$ cat config.mk
export PLATFORM = sky130hd
export DESIGN_NAME = secuenciador_pasos
export DESIGN_NICKNAME = d
export VERILOG_FILES = /design/src/rtl/musica_pkg.sv /design/src/rtl/divisor_tick.sv /design/src/rtl/secuenciador_pasos.sv
export SDC_FILE = /design/constraint.sdc
export NUM_CORES = 1
export LEC_CHECK = 0
export CAP_MARGIN = 20
export CORE_MARGIN = 5
export CORE_UTILIZATION = 58
export CTS_CLUSTER_SIZE = 10
export DETAILED_ROUTE_END_ITERATION = 16
export PLACE_DENSITY_LB_ADDON = 0.12
export SLEW_MARGIN = 10
export SYNTH_ARGS = -nofsm -noshare
export SYNTH_HDL_FRONTEND = slang
export SYNTH_SLANG_ARGS = --single-unit
$ cat constraint.sdc
create_clock -name clk -period 2.6 [get_ports clk]
set_clock_uncertainty 0.15 [all_clocks]
set_input_delay 0.65 -clock clk [delete_from_list [all_inputs] [get_ports clk]]
set_output_delay 0.65 -clock clk [all_outputs]
set_load 0.02 [all_outputs]
$ cat src/rtl/musica_pkg.sv
// Shared types for the note sequencer path.
// Mode codes and sequencer state encodings.
package musica_pkg;

  localparam logic [1:0] MODE_LOOP     = 2'b00;
  localparam logic [1:0] MODE_ONESHOT  = 2'b01;
  localparam logic [1:0] MODE_PINGPONG = 2'b10;

  typedef enum logic {
    ST_RUN  = 1'b0,
    ST_DONE = 1'b1
  } state_t;

endpackage

$ cat src/rtl/divisor_tick.sv
// Clock-enable prescaler for the note sequencer.
// Emits a one-cycle tick every TICK_DIV enabled cycles.
module divisor_tick #(
  parameter int TICK_DIV = 12_500_000,
  parameter int DIV_W    = 24
) (
  input  logic clk,
  input  logic rst_n,
  input  logic en,
  input  logic clr,
  output logic tick
);

  localparam logic [DIV_W-1:0] CNT_TOP = DIV_W'(TICK_DIV - 1);

  logic [DIV_W-1:0] cnt_q;
  logic [DIV_W-1:0] cnt_d;
  logic             at_top;

  assign at_top = (cnt_q == CNT_TOP);
  assign tick   = en & ~clr & at_top;

  // Next count: clear wins, then wrap at the top, else advance when enabled.
  always_comb begin
    cnt_d = cnt_q;
    if (clr) begin
      cnt_d = '0;
    end else if (en) begin
      cnt_d = at_top ? '0 : cnt_q + DIV_W'(1);
    end
  end

  // Counter register.
  always_ff @(posedge clk or negedge rst_n) begin
    if (!rst_n) cnt_q <= '0;
    else        cnt_q <= cnt_d;
  end

endmodule

$ cat src/rtl/secuenciador_pasos.sv
// Note-index sequencer: loop, one-shot and ping-pong
// walks over 0..last_idx at the prescaled step rate.
module secuenciador_pasos
  import musica_pkg::*;
#(
  parameter int ADDR_W   = 8,
  parameter int TICK_DIV = 12_500_000,
  parameter int DIV_W    = 24
) (
  input  logic              clk,
  input  logic              rst_n,
  input  logic              pause,
  input  logic              restart,
  input  logic [1:0]        mode,
  input  logic [ADDR_W-1:0] last_idx,
  output logic [ADDR_W-1:0] idx,
  output logic              step,
  output logic              wrap,
  output logic              done,
  output logic              busy
);

  localparam logic [ADDR_W-1:0] ONE = ADDR_W'(1);

  state_t            state_q, state_d;
  logic [ADDR_W-1:0] idx_q, idx_d;
  logic              dir_dn_q, dir_dn_d;
  logic              step_q, step_d;
  logic              wrap_q, wrap_d;
  logic              done_q, done_d;
  logic              busy_q, busy_d;
  logic              step_en;

  divisor_tick #(
    .TICK_DIV (TICK_DIV),
    .DIV_W    (DIV_W)
  ) u_div (
    .clk   (clk),
    .rst_n (rst_n),
    .en    ((state_q == ST_RUN) & ~pause),
    .clr   (restart),
    .tick  (step_en)
  );

  // Next index/direction/state; strobes default low every cycle.
  always_comb begin
    state_d  = state_q;
    idx_d    = idx_q;
    dir_dn_d = dir_dn_q;
    done_d   = done_q;
    busy_d   = busy_q;
    step_d   = 1'b0;
    wrap_d   = 1'b0;
    if (restart) begin
      state_d  = ST_RUN;
      idx_d    = '0;
      dir_dn_d = 1'b0;
      done_d   = 1'b0;
      busy_d   = 1'b1;
    end else if (state_q == ST_RUN && step_en) begin
      if (idx_q > last_idx) begin
        idx_d    = '0;
        dir_dn_d = 1'b0;
        if (mode == MODE_ONESHOT) begin
          state_d = ST_DONE;
          done_d  = 1'b1;
          busy_d  = 1'b0;
        end else begin
          step_d = 1'b1;
          wrap_d = 1'b1;
        end
      end else begin
        case (mode)
          MODE_ONESHOT: begin
            dir_dn_d = 1'b0;
            if (idx_q < last_idx) begin
              idx_d  = idx_q + ONE;
              step_d = 1'b1;
            end else begin
              state_d = ST_DONE;
              done_d  = 1'b1;
              busy_d  = 1'b0;
            end
          end
          MODE_PINGPONG: begin
            step_d = 1'b1;
            if (!dir_dn_q) begin
              if (idx_q < last_idx) begin
                idx_d = idx_q + ONE;
              end else if (last_idx == '0) begin
                idx_d  = '0;
                wrap_d = 1'b1;
              end else begin
                dir_dn_d = 1'b1;
                idx_d    = idx_q - ONE;
              end
            end else if (idx_q > ONE) begin
              idx_d = idx_q - ONE;
            end else begin
              idx_d    = '0;
              dir_dn_d = 1'b0;
              wrap_d   = 1'b1;
            end
          end
          default: begin
            dir_dn_d = 1'b0;
            step_d   = 1'b1;
            if (idx_q < last_idx) begin
              idx_d = idx_q + ONE;
            end else begin
              idx_d  = '0;
              wrap_d = 1'b1;
            end
          end
        endcase
      end
    end
  end

  // Sequencer registers; outputs come straight from flops.
  always_ff @(posedge clk or negedge rst_n) begin
    if (!rst_n) begin
      state_q  <= ST_RUN;
      idx_q    <= '0;
      dir_dn_q <= 1'b0;
      step_q   <= 1'b0;
      wrap_q   <= 1'b0;
      done_q   <= 1'b0;
      busy_q   <= 1'b1;
    end else begin
      state_q  <= state_d;
      idx_q    <= idx_d;
      dir_dn_q <= dir_dn_d;
      step_q   <= step_d;
      wrap_q   <= wrap_d;
      done_q   <= done_d;
      busy_q   <= busy_d;
    end
  end

  assign idx  = idx_q;
  assign step = step_q;
  assign wrap = wrap_q;
  assign done = done_q;
  assign busy = busy_q;

endmodule

==> impl_metrics.tcl, run 1 <==
set metrics [dict create \
    outcome "complete, no violations" \
    timing.reg2reg.setup_slack_ns 0.21 \
    timing.max_cap.violations 0 \
    avgSynthCellArea_sq_um 7.96 \
    place_hpwl_um 5200 \
    placed_cells 433 \
    drt_iter0_drc 228 \
    crit_path_max_fanout 8 \
    synth_enable_flop_cells 0 \
    most_common_library_cell_in_the_layout_ignoring_fill_and_taps "sky130_fd_sc_hd__dfrtp_1" \
    critical_path.top_delay_family "buffers and inverters" \
    seq_area_frac_synth_pct 34.6 \
    slew_headroom_pct 43.7 \
    cellLeakagePower_nw 1.50 \
    final-instance-count-excl-fill 443 \
    worstSetupPathType "in2reg" \
    worstRegToRegCells 9 \
    worstSkewPairLatency_ns 0.30 \
    core_area_sq_um 4410 \
    critical_path.endpoint_type "flop" \
    clock_tree.buffer_depth 2 \
    synth_seq_cells 37 \
    synth.top_cell.area_share_pct 33.6 \
    layout.filler_cells 298 \
    cts_buffers 5 \
    chipHeight_um 78.0 \
    synth_area_sq_um 2680 \
    grt_pass1_vias 2537 \
    grt_first_pass_wirelength_um 12200 \
    floorplan_row_count 24 \
    grt_max_degree 38 \
    synth_ff_type "sky130_fd_sc_hd__dfrtp_1" \
    synth_nets 365 \
    netlist-cell-type-count 52 \
    total_power_w 0.00125 \
    cts_tree "yes" \
    maxSlewViolCount 0 \
    flow.area_growth_from_synthesis_pct 30.8 \
    detail_route.vias_per_cell 6.31 \
    detailroute.via_count 2796 \
    synthesis.instances 337 \
    crit_arrival_ns 2.63 \
    groute.usage.overall_pct 24.6 \
    num_clock_sinks 37 \
    num-nets-final 418 \
    clockRootBuffer "sky130_fd_sc_hd__clkbuf_8" \
    clock.fmax_ghz 0.394 \
    yosysWarnings 0 \
    detailedRoute.firstPassIterationCount 5 \
    hold_path.class "in2async" \
    unrepaired_setup_endpoints_after_global_routing "true" \
    worst-slew-pin-transition_ns 0.844 \
    final_antenna_net_count 0 \
    port_buffers 25 \
    hold_buffers 0 \
    totalWireLength_um 7310 \
    insertedDiodeCount 0 \
    fraction_of_final_layout_cells_with_drive_strength_greater_than_1_pct 20.7 \
    most_area_consuming_cells_after_synthesis "sky130_fd_sc_hd__dfrtp_1 (34%), sky130_fd_sc_hd__ha_1 (6.5%), sky130_fd_sc_hd__o21ai_0 (6.5%), sky130_fd_sc_hd__nand3_1 (5.2%), sky130_fd_sc_hd__nor2_1 (4.5%)" \
    gpl.final_weighted_congestion 0.913 \
    r2r-end "u_div.cnt_q[23]$_DFFE_PN0P_" \
    start_kind "input pin" \
    vdd_drop_max_v 0.000435 \
    largest_stage_delay_on_the_critical_path_ns 0.50 \
    route.detailed.drc 0 \
    grt.overflow.total 0 \
    path_clk_slew_ns 0.09 \
    fp.dieArea_sq_um 6090 \
    hold-worst-slack_ns 0.300 \
    postSynth.asyncResetShare_pct 100 \
    seqCellArea_sq_um 927 \
    yosys.area.top_type "sky130_fd_sc_hd__dfrtp_1" \
    multi_input_comb_area_sq_um 1780 \
    report.final.hold_viol_count 0 \
    wire_per_inst_um 16.5 \
    critical_path.cell_chain "clkdlybuf4s50_1 > inv_1 > ha_4 > nand4_1 > or4_4 > o22ai_4 > buf_4 > a22o_1" \
    critPathSlowestCell "sky130_fd_sc_hd__or4_4" \
    timing.rr.start "u_div.cnt_q[0]$_DFFE_PN0P_" \
    crit_required_ns 2.69 \
    die_x_um 78.0 \
    most-common-layout-cells "sky130_fd_sc_hd__dfrtp_1 (36), sky130_fd_sc_hd__buf_4 (35), sky130_fd_sc_hd__o21ai_0 (33), sky130_fd_sc_hd__nor2_1 (29), sky130_fd_sc_hd__nand3_1 (27)" \
    p_per_area_nw_per_um2 356 \
    design.portCount 26 \
    initial_core_util_pct 60.8 \
    cts.htree.levels 2 \
    grt_antenna_before_repair 0 \
    timing.final.setup_violations 0 \
    cp_num_buf_inv 3 \
    min_period_over_period_pct 97.5 \
    finalCriticalPeriod_ns 2.54 \
]
## worst max-delay path by stage
stage / depth (start not counted) / from / end / slack (ns)
after detailed placement: 10 / last_idx[3] / idx[3]$_DFFE_PN0P_ / -0.55
after global placement: 10 / last_idx[3] / idx[3]$_DFFE_PN0P_ / -0.46
after global routing: 8 / last_idx[7] / idx[7]$_DFFE_PN0P_ / -0.03
after floorplan: 10 / last_idx[3] / idx[6]$_DFFE_PN0P_ / 0.05
after CTS: 10 / last_idx[7] / idx[2]$_DFFE_PN0P_ / -0.05
final: 8 / last_idx[7] / idx[2]$_DFFE_PN0P_ / 0.06
## per-stage QoR
step / setup slack, ns / utilization (%) / setup TNS (ns) / cell area [sq um]
after floorplan: 0.0508 / - / 0 / 2680
after global placement: -0.464 / 72.7 / -4.77 / 3210
after detailed placement: -0.554 / 72.7 / -5.84 / 3210
after CTS: -0.0542 / 77.0 / -0.103 / 3400
after global routing: -0.0257 / 79.5 / -0.0329 / 3510
final: 0.0648 / 79.5 / 0 / 3510
## metal layers
layer / part of all wire [%] / vias to the layer above / GRT usage, %
li1: - / 1346 / -
met1: 46 / 1328 / 36.2
met2: 46 / 113 / 38.3
met3: 7.1 / 9 / 4.35
met4: 0.66 / 0 / 4.73
met5: 0 / - / 0
## area by class of cell
class | count | area share, %
clock buffers | 5 | 1.96
flip-flops and latches | 37 | 26.4
multi-input cells | 266 | 50.7
clock inverters | 3 | 1.32
repair buffers | 64 | 16.0
inverters | 16 | 1.71
well taps | 52 | 1.85
## what timing repair did
action                     CTS  global route
gates resized for setup     17            20
pin swaps                    9             6
buffers inserted             1             2
setup endpoints to repair   13            13
gates cloned                 0             0
## sequential cells by signal, summed over array words and instances, names as in the netlist
name         cells
idx              8
wrap             1
busy             1
step             1
dir_dn_q         1
u_div.cnt_q     24
done             1
## synthesized netlist by cell type (2+ instances only)
cell	instances
sky130_fd_sc_hd__nand3_1	28
sky130_fd_sc_hd__o21ai_0	35
sky130_fd_sc_hd__nor2b_1	3
sky130_fd_sc_hd__nor3_1	9
sky130_fd_sc_hd__o21a_1	2
sky130_fd_sc_hd__nor4_1	4
sky130_fd_sc_hd__ha_1	14
sky130_fd_sc_hd__and4_1	2
sky130_fd_sc_hd__a31oi_1	9
sky130_fd_sc_hd__xnor2_1	5
sky130_fd_sc_hd__nand4_1	8
sky130_fd_sc_hd__a211oi_1	5
sky130_fd_sc_hd__o31ai_1	9
sky130_fd_sc_hd__buf_2	4
sky130_fd_sc_hd__o2111ai_1	2
sky130_fd_sc_hd__o22ai_1	4
sky130_fd_sc_hd__clkbuf_1	14
sky130_fd_sc_hd__inv_1	16
sky130_fd_sc_hd__nand2_1	26
sky130_fd_sc_hd__dfrtp_1	36
sky130_fd_sc_hd__a22oi_1	2
sky130_fd_sc_hd__a21oi_1	14
sky130_fd_sc_hd__and2_1	4
sky130_fd_sc_hd__o21ai_1	6
sky130_fd_sc_hd__nand2b_1	5
sky130_fd_sc_hd__xor2_1	3
sky130_fd_sc_hd__and3_1	11
sky130_fd_sc_hd__o21ai_2	2
sky130_fd_sc_hd__nor2_1	32
## cell families (layout without fill, tap and decap cells)
| group | count (synthesis) | count (layout) | share of synthesized area, % |
|---|---|---|---|
| AO/OA/AOI/OAI | 103 | 103 | 23.8 |
| XOR/XNOR | 8 | 8 | 2.61 |
| adder cells (fa/ha/maj) | 14 | 14 | 6.53 |
| AND/OR/NAND/NOR | 141 | 141 | 27.5 |
| flip-flops | 37 | 37 | 34.6 |
| buffers and inverters | 34 | 88 | 4.94 |
## power breakdown
group          switching, W  internal [W]
clock              0.000221      0.000287
combinational     0.0000874     0.0000733
sequential       0.00000312      0.000578
total              0.000312      0.000938
Power figures use the tool's default switching activity.
==> inputs of run 2 (changes only) <==
- CELL_PAD_IN_SITES_DETAIL_PLACEMENT: unset -> 2
- CELL_PAD_IN_SITES_GLOBAL_PLACEMENT: unset -> 2
- CORE_UTILIZATION: 58 -> 34
==> impl_metrics.tcl, run 2 (synthesis results as in run 1) <==
set metrics [dict create \
    hold_path.class "in2async" \
    clockRootBuffer "sky130_fd_sc_hd__clkbuf_8" \
    fp.dieArea_sq_um 9770 \
    cellLeakagePower_nw 1.60 \
    report.final.hold_viol_count 0 \
    detailedRoute.firstPassIterationCount 4 \
    wire_per_inst_um 21.4 \
    min_period_over_period_pct 99.6 \
    grt_pass1_vias 3263 \
    worstSetupPathType "in2reg" \
    critical_path.top_delay_family "simple AND/OR/NAND/NOR gates" \
    dp_worst_setup_slack_ns -0.764 \
    die_x_um 98.8 \
    flow.area_growth_from_synthesis_pct 39.7 \
    crit_path_max_fanout 7 \
    detailroute.via_count 3012 \
    setup_total_negative_slack_ns 0 \
    crit_arrival_ns 2.66 \
    initial_core_util_pct 34.9 \
    grt_max_degree 31 \
    clock_tree.buffer_depth 2 \
    critical_path.endpoint_type "flop" \
    timing.final.setup_violations 0 \
    grt_first_pass_wirelength_um 17400 \
    groute.usage.overall_pct 22.0 \
    most-common-layout-cells "sky130_fd_sc_hd__buf_4 (52), sky130_fd_sc_hd__dfrtp_1 (36), sky130_fd_sc_hd__o21ai_0 (34), sky130_fd_sc_hd__nor2_1 (29), sky130_fd_sc_hd__nand3_1 (28)" \
    outcome "complete, no violations" \
    timing.max_cap.violations 0 \
    detailed_place.area_sq_um 3360 \
    detail_route.vias_per_cell 5.91 \
    final_antenna_net_count 0 \
    maxSlewViolCount 0 \
    port_buffers 25 \
    slew_headroom_pct 66.3 \
    grt.overflow.total 0 \
    largest_stage_delay_on_the_critical_path_ns 0.56 \
    critPathSlowestCell "sky130_fd_sc_hd__or4_4" \
    most_common_library_cell_in_the_layout_ignoring_fill_and_taps "sky130_fd_sc_hd__buf_4" \
    fraction_of_final_layout_cells_with_drive_strength_greater_than_1_pct 26.0 \
    design.portCount 26 \
    clock.fmax_ghz 0.386 \
    place_hpwl_um 7480 \
    finalCriticalPeriod_ns 2.59 \
    timing.reg2reg.setup_slack_ns 0.11 \
    fin_ws_ns 0.0108 \
    worstSkewPairLatency_ns 0.30 \
    num_clock_sinks 37 \
    insertedDiodeCount 0 \
    totalWireLength_um 10900 \
    route.detailed.drc 0 \
    crit_required_ns 2.67 \
    layout.cell_area.non_filler_sq_um 3750 \
    gpl.final_weighted_congestion 0.832 \
    cts_tree "yes" \
    top_register "u_div.cnt_q" \
    total_power_w 0.00130 \
    chipHeight_um 98.8 \
    floorplan_row_count 32 \
    worst-slew-pin-transition_ns 0.502 \
    cp_num_buf_inv 4 \
    grt_antenna_before_repair 0 \
    cts_buffers 5 \
    critical_path.cell_chain "dlygate4sd2_1 > inv_2 > ha_4 > buf_4 > nand4_1 > or4_4 > o22ai_4 > buf_6 > a31oi_1 > o22ai_1" \
    placed_cells 494 \
    vdd_drop_max_v 0.000159 \
    cts.htree.levels 2 \
    p_per_area_nw_per_um2 348 \
    start_kind "input pin" \
    num-nets-final 435 \
    path_clk_slew_ns 0.08 \
    core_area_sq_um 7690 \
    largest_register_ffs 24 \
    final-instance-count-excl-fill 510 \
    drt_iter0_drc 132 \
]
run 2: report_power, final:
| part | switching [W] | leakage [nW] | internal [W] |
|---|---|---|---|
| Clock | 0.000233 | 0.0574 | 0.000312 |
| Combinational | 0.000102 | 1.03 | 0.0000771 |
| Sequential | 0.00000314 | 0.512 | 0.000578 |
run 2: area by class of cell:
cell class,count,area (sq um)
well taps,102,128
repair buffers,81,672
inverters,16,60.1
fillers,862,3940
flip-flops and latches,37,927
multi-input cells,266,1840
clock buffers,6,82.6
clock inverters,2,37.5
run 2: final timing paths:
check,from,to,cells past startpoint
min reg2reg,u_div.cnt_q[21]$_DFFE_PN0P_,u_div.cnt_q[21]$_DFFE_PN0P_,1
min,rst_n,idx[6]$_DFFE_PN0P_,1
min in group clk,u_div.cnt_q[21]$_DFFE_PN0P_,u_div.cnt_q[21]$_DFFE_PN0P_,1
max in group asynchronous,rst_n,busy$_DFFE_PN1P_,2
max reg2reg,idx[1]$_DFFE_PN0P_,idx[2]$_DFFE_PN0P_,9
max,last_idx[4],idx[7]$_DFFE_PN0P_,10
run 2: per-layer routing:
metal,wire [um],global-route usage [%]
met5,0,0
met1,5080,30.0
met3,313,2.83
met4,135,4.20
met2,5380,37.6
run 2: per-stage QoR:
stage	hold slack, ns	utilization, %
finish	0.133	48.8
global route	0.154	48.8
CTS	0.146	47.5
detailed placement	0.327	43.7
global placement	0.308	43.7
floorplan	0.204	-
run 2: what timing repair did:
| item | 4_1_cts | 5_1_grt |
|---|---|---|
| cloned | 1 | 0 |
| gates resized for setup | 36 | 22 |
| pin swaps | 13 | 12 |
| setup buffers | 4 | 3 |
| setup endpoints to repair | 13 | 16 |
| hold buffers | 0 | 0 |
==> inputs of run 3 (changes only) <==
- CORE_UTILIZATION: 34 -> 37
- PLACE_DENSITY_LB_ADDON: 0.12 -> 0.1
- clock period: 2.6 -> 3.1 ns (I/O delays scaled with it)
==> impl_metrics.tcl, run 3 (synthesis results as in run 1) <==
set metrics [dict create \
    outcome "complete, no violations" \
    critical_path.endpoint_type "flop" \
    fraction_of_final_layout_cells_with_drive_strength_greater_than_1_pct 13.4 \
    largest_register_ffs 24 \
    grt_max_degree 38 \
    hold_buffers 0 \
    grt_first_pass_wirelength_um 15800 \
    fp.dieArea_sq_um 9050 \
    seq_power_share_pct 51.0 \
    detailed_place.area_sq_um 3170 \
    timing.final.setup_violations 0 \
    power.clock.fraction_pct 35.9 \
    p_comb_share_pct 13.1 \
    slew_headroom_pct 40.9 \
    crit_path_max_fanout 5 \
    most_common_library_cell_in_the_layout_ignoring_fill_and_taps "sky130_fd_sc_hd__dfrtp_1" \
    min_period_over_period_pct 98.8 \
    grt_pass1_vias 2983 \
    layout.cell_area.non_filler_sq_um 3330 \
    most-common-layout-cells "sky130_fd_sc_hd__dfrtp_1 (36), sky130_fd_sc_hd__o21ai_0 (35), sky130_fd_sc_hd__nor2_1 (31), sky130_fd_sc_hd__nand3_1 (28), sky130_fd_sc_hd__buf_4 (28)" \
    place_hpwl_um 6920 \
    worst-slew-pin-transition_ns 0.887 \
    core_area_sq_um 7140 \
    utilization_pct 46.7 \
    cellLeakagePower_nw 1.42 \
    clock_tree.buffer_depth 2 \
    timing.max_cap.violations 0 \
    internal_power_w 0.000693 \
    insertedDiodeCount 0 \
    die_x_um 95.2 \
    placed_cells 469 \
    layout.filler_cells 866 \
    vdd_drop_max_v 0.000186 \
    clockRootBuffer "sky130_fd_sc_hd__clkbuf_8" \
    detailroute.via_count 2862 \
    seqCellArea_sq_um 927 \
    cts_buffers 5 \
    multi_input_comb_area_sq_um 1670 \
    gpl.final_weighted_congestion 0.902 \
    detail_route.vias_per_cell 5.96 \
    crit_arrival_ns 3.08 \
    top_register "u_div.cnt_q" \
    totalWireLength_um 9810 \
    wire_per_inst_um 20.4 \
    chipHeight_um 95.2 \
    cts.htree.levels 2 \
    design.portCount 26 \
    timing.rr.start "u_div.cnt_q[0]$_DFFE_PN0P_" \
    cts_tree "yes" \
    clock.fmax_ghz 0.326 \
    detailedRoute.firstPassIterationCount 4 \
    sw_ratio_pct 27.6 \
    initial_core_util_pct 37.6 \
    total_power_w 0.000957 \
    maxSlewViolCount 0 \
    min-delay-start "u_div.cnt_q[19]$_DFFE_PN0P_" \
    groute.usage.overall_pct 22.4 \
    port_buffers 25 \
    grt.overflow.total 0 \
    worstSetupPathType "in2reg" \
    worstSkewPairLatency_ns 0.29 \
    p_per_area_nw_per_um2 287 \
    grt_antenna_before_repair 0 \
    floorplan_row_count 31 \
    flow.area_growth_from_synthesis_pct 24.1 \
    final-instance-count-excl-fill 480 \
    route.detailed.drc 0 \
    finalCriticalPeriod_ns 3.06 \
    total_switching_power_w 0.000264 \
    hold_path.class "reg2reg" \
    path_clk_slew_ns 0.08 \
    start_kind "input pin" \
    final_antenna_net_count 0 \
    report.final.hold_viol_count 0 \
    crit_required_ns 3.11 \
    num_clock_sinks 37 \
    drt_iter0_drc 112 \
    num-nets-final 408 \
    worst_setup_path_startpoint "last_idx[1]" \
]
run 3: cell type report:
type                       count  share of cell area, %
multi-input combinational    266                   50.1
inverter                      16                   1.80
sequential                    37                   27.8
timing repair buffer          54                   14.0
clock inverter                 2                  0.301
tap                           99                   3.72
clock buffer                   6                   2.18
run 3: worst max-delay path, cell delays in order:
cell                              delay [ns]
sky130_fd_sc_hd__clkdlybuf4s50_1        0.49
sky130_fd_sc_hd__inv_1                  0.05
sky130_fd_sc_hd__ha_1                   0.30
sky130_fd_sc_hd__nor2b_1                0.14
sky130_fd_sc_hd__o21bai_1               0.17
sky130_fd_sc_hd__a211oi_2               0.09
sky130_fd_sc_hd__buf_4                  0.16
sky130_fd_sc_hd__buf_4                  0.14
sky130_fd_sc_hd__o311ai_4               0.29
sky130_fd_sc_hd__buf_6                  0.16
sky130_fd_sc_hd__a21oi_1                0.06
sky130_fd_sc_hd__a21oi_1                0.18
sky130_fd_sc_hd__nor2_1                 0.07
run 3: what timing repair did:
action,in CTS,in global routing
setup endpoints to repair,12,10
pin swaps,0,4
setup buffers,0,3
resized for setup,3,6
run 3: worst paths after layout:
check                                              end  slack, ns  cells after the start
max                               dir_dn_q$_DFFE_PN0P_       0.04                     13
min                        u_div.cnt_q[19]$_DFFE_PN0P_       0.33                      1
max reg2reg                u_div.cnt_q[23]$_DFFE_PN0P_       0.32                      9
min reg2reg                u_div.cnt_q[19]$_DFFE_PN0P_       0.33                      1
max in group asynchronous   u_div.cnt_q[5]$_DFFE_PN0P_       1.79                      1
min in group asynchronous           idx[7]$_DFFE_PN0P_       0.45                      1
run 3: per-layer routing:
metal | GRT usage (%) | routed length [um]
met5 | 0 | 0
met4 | 6.49 | 215
met3 | 3.00 | 370
met2 | 36.9 | 4570
met1 | 30.6 | 4650
run 3: per-stage QoR:
| step | TNS, ns | hold WS, ns | setup WS, ns |
|---|---|---|---|
| after floorplan | 0 | 0.287 | 0.426 |
| after global placement | -2.80 | 0.304 | -0.305 |
| after detailed placement | -4.50 | 0.329 | -0.435 |
| after CTS | 0 | 0.342 | 0.0364 |
| after global routing | -0.0689 | 0.361 | -0.0259 |
| final | 0 | 0.334 | 0.0360 |
run 3: power by group through the flow:
stage / clock network (W) / logic, W / registers [W]
floorplan: 0 / 0.0000555 / 0.000496
global placement: 0 / 0.000116 / 0.000496
detailed placement: 0 / 0.000121 / 0.000497
CTS: 0.000354 / 0.000124 / 0.000487
global route: 0.000377 / 0.000138 / 0.000488
finish: 0.000344 / 0.000125 / 0.000487
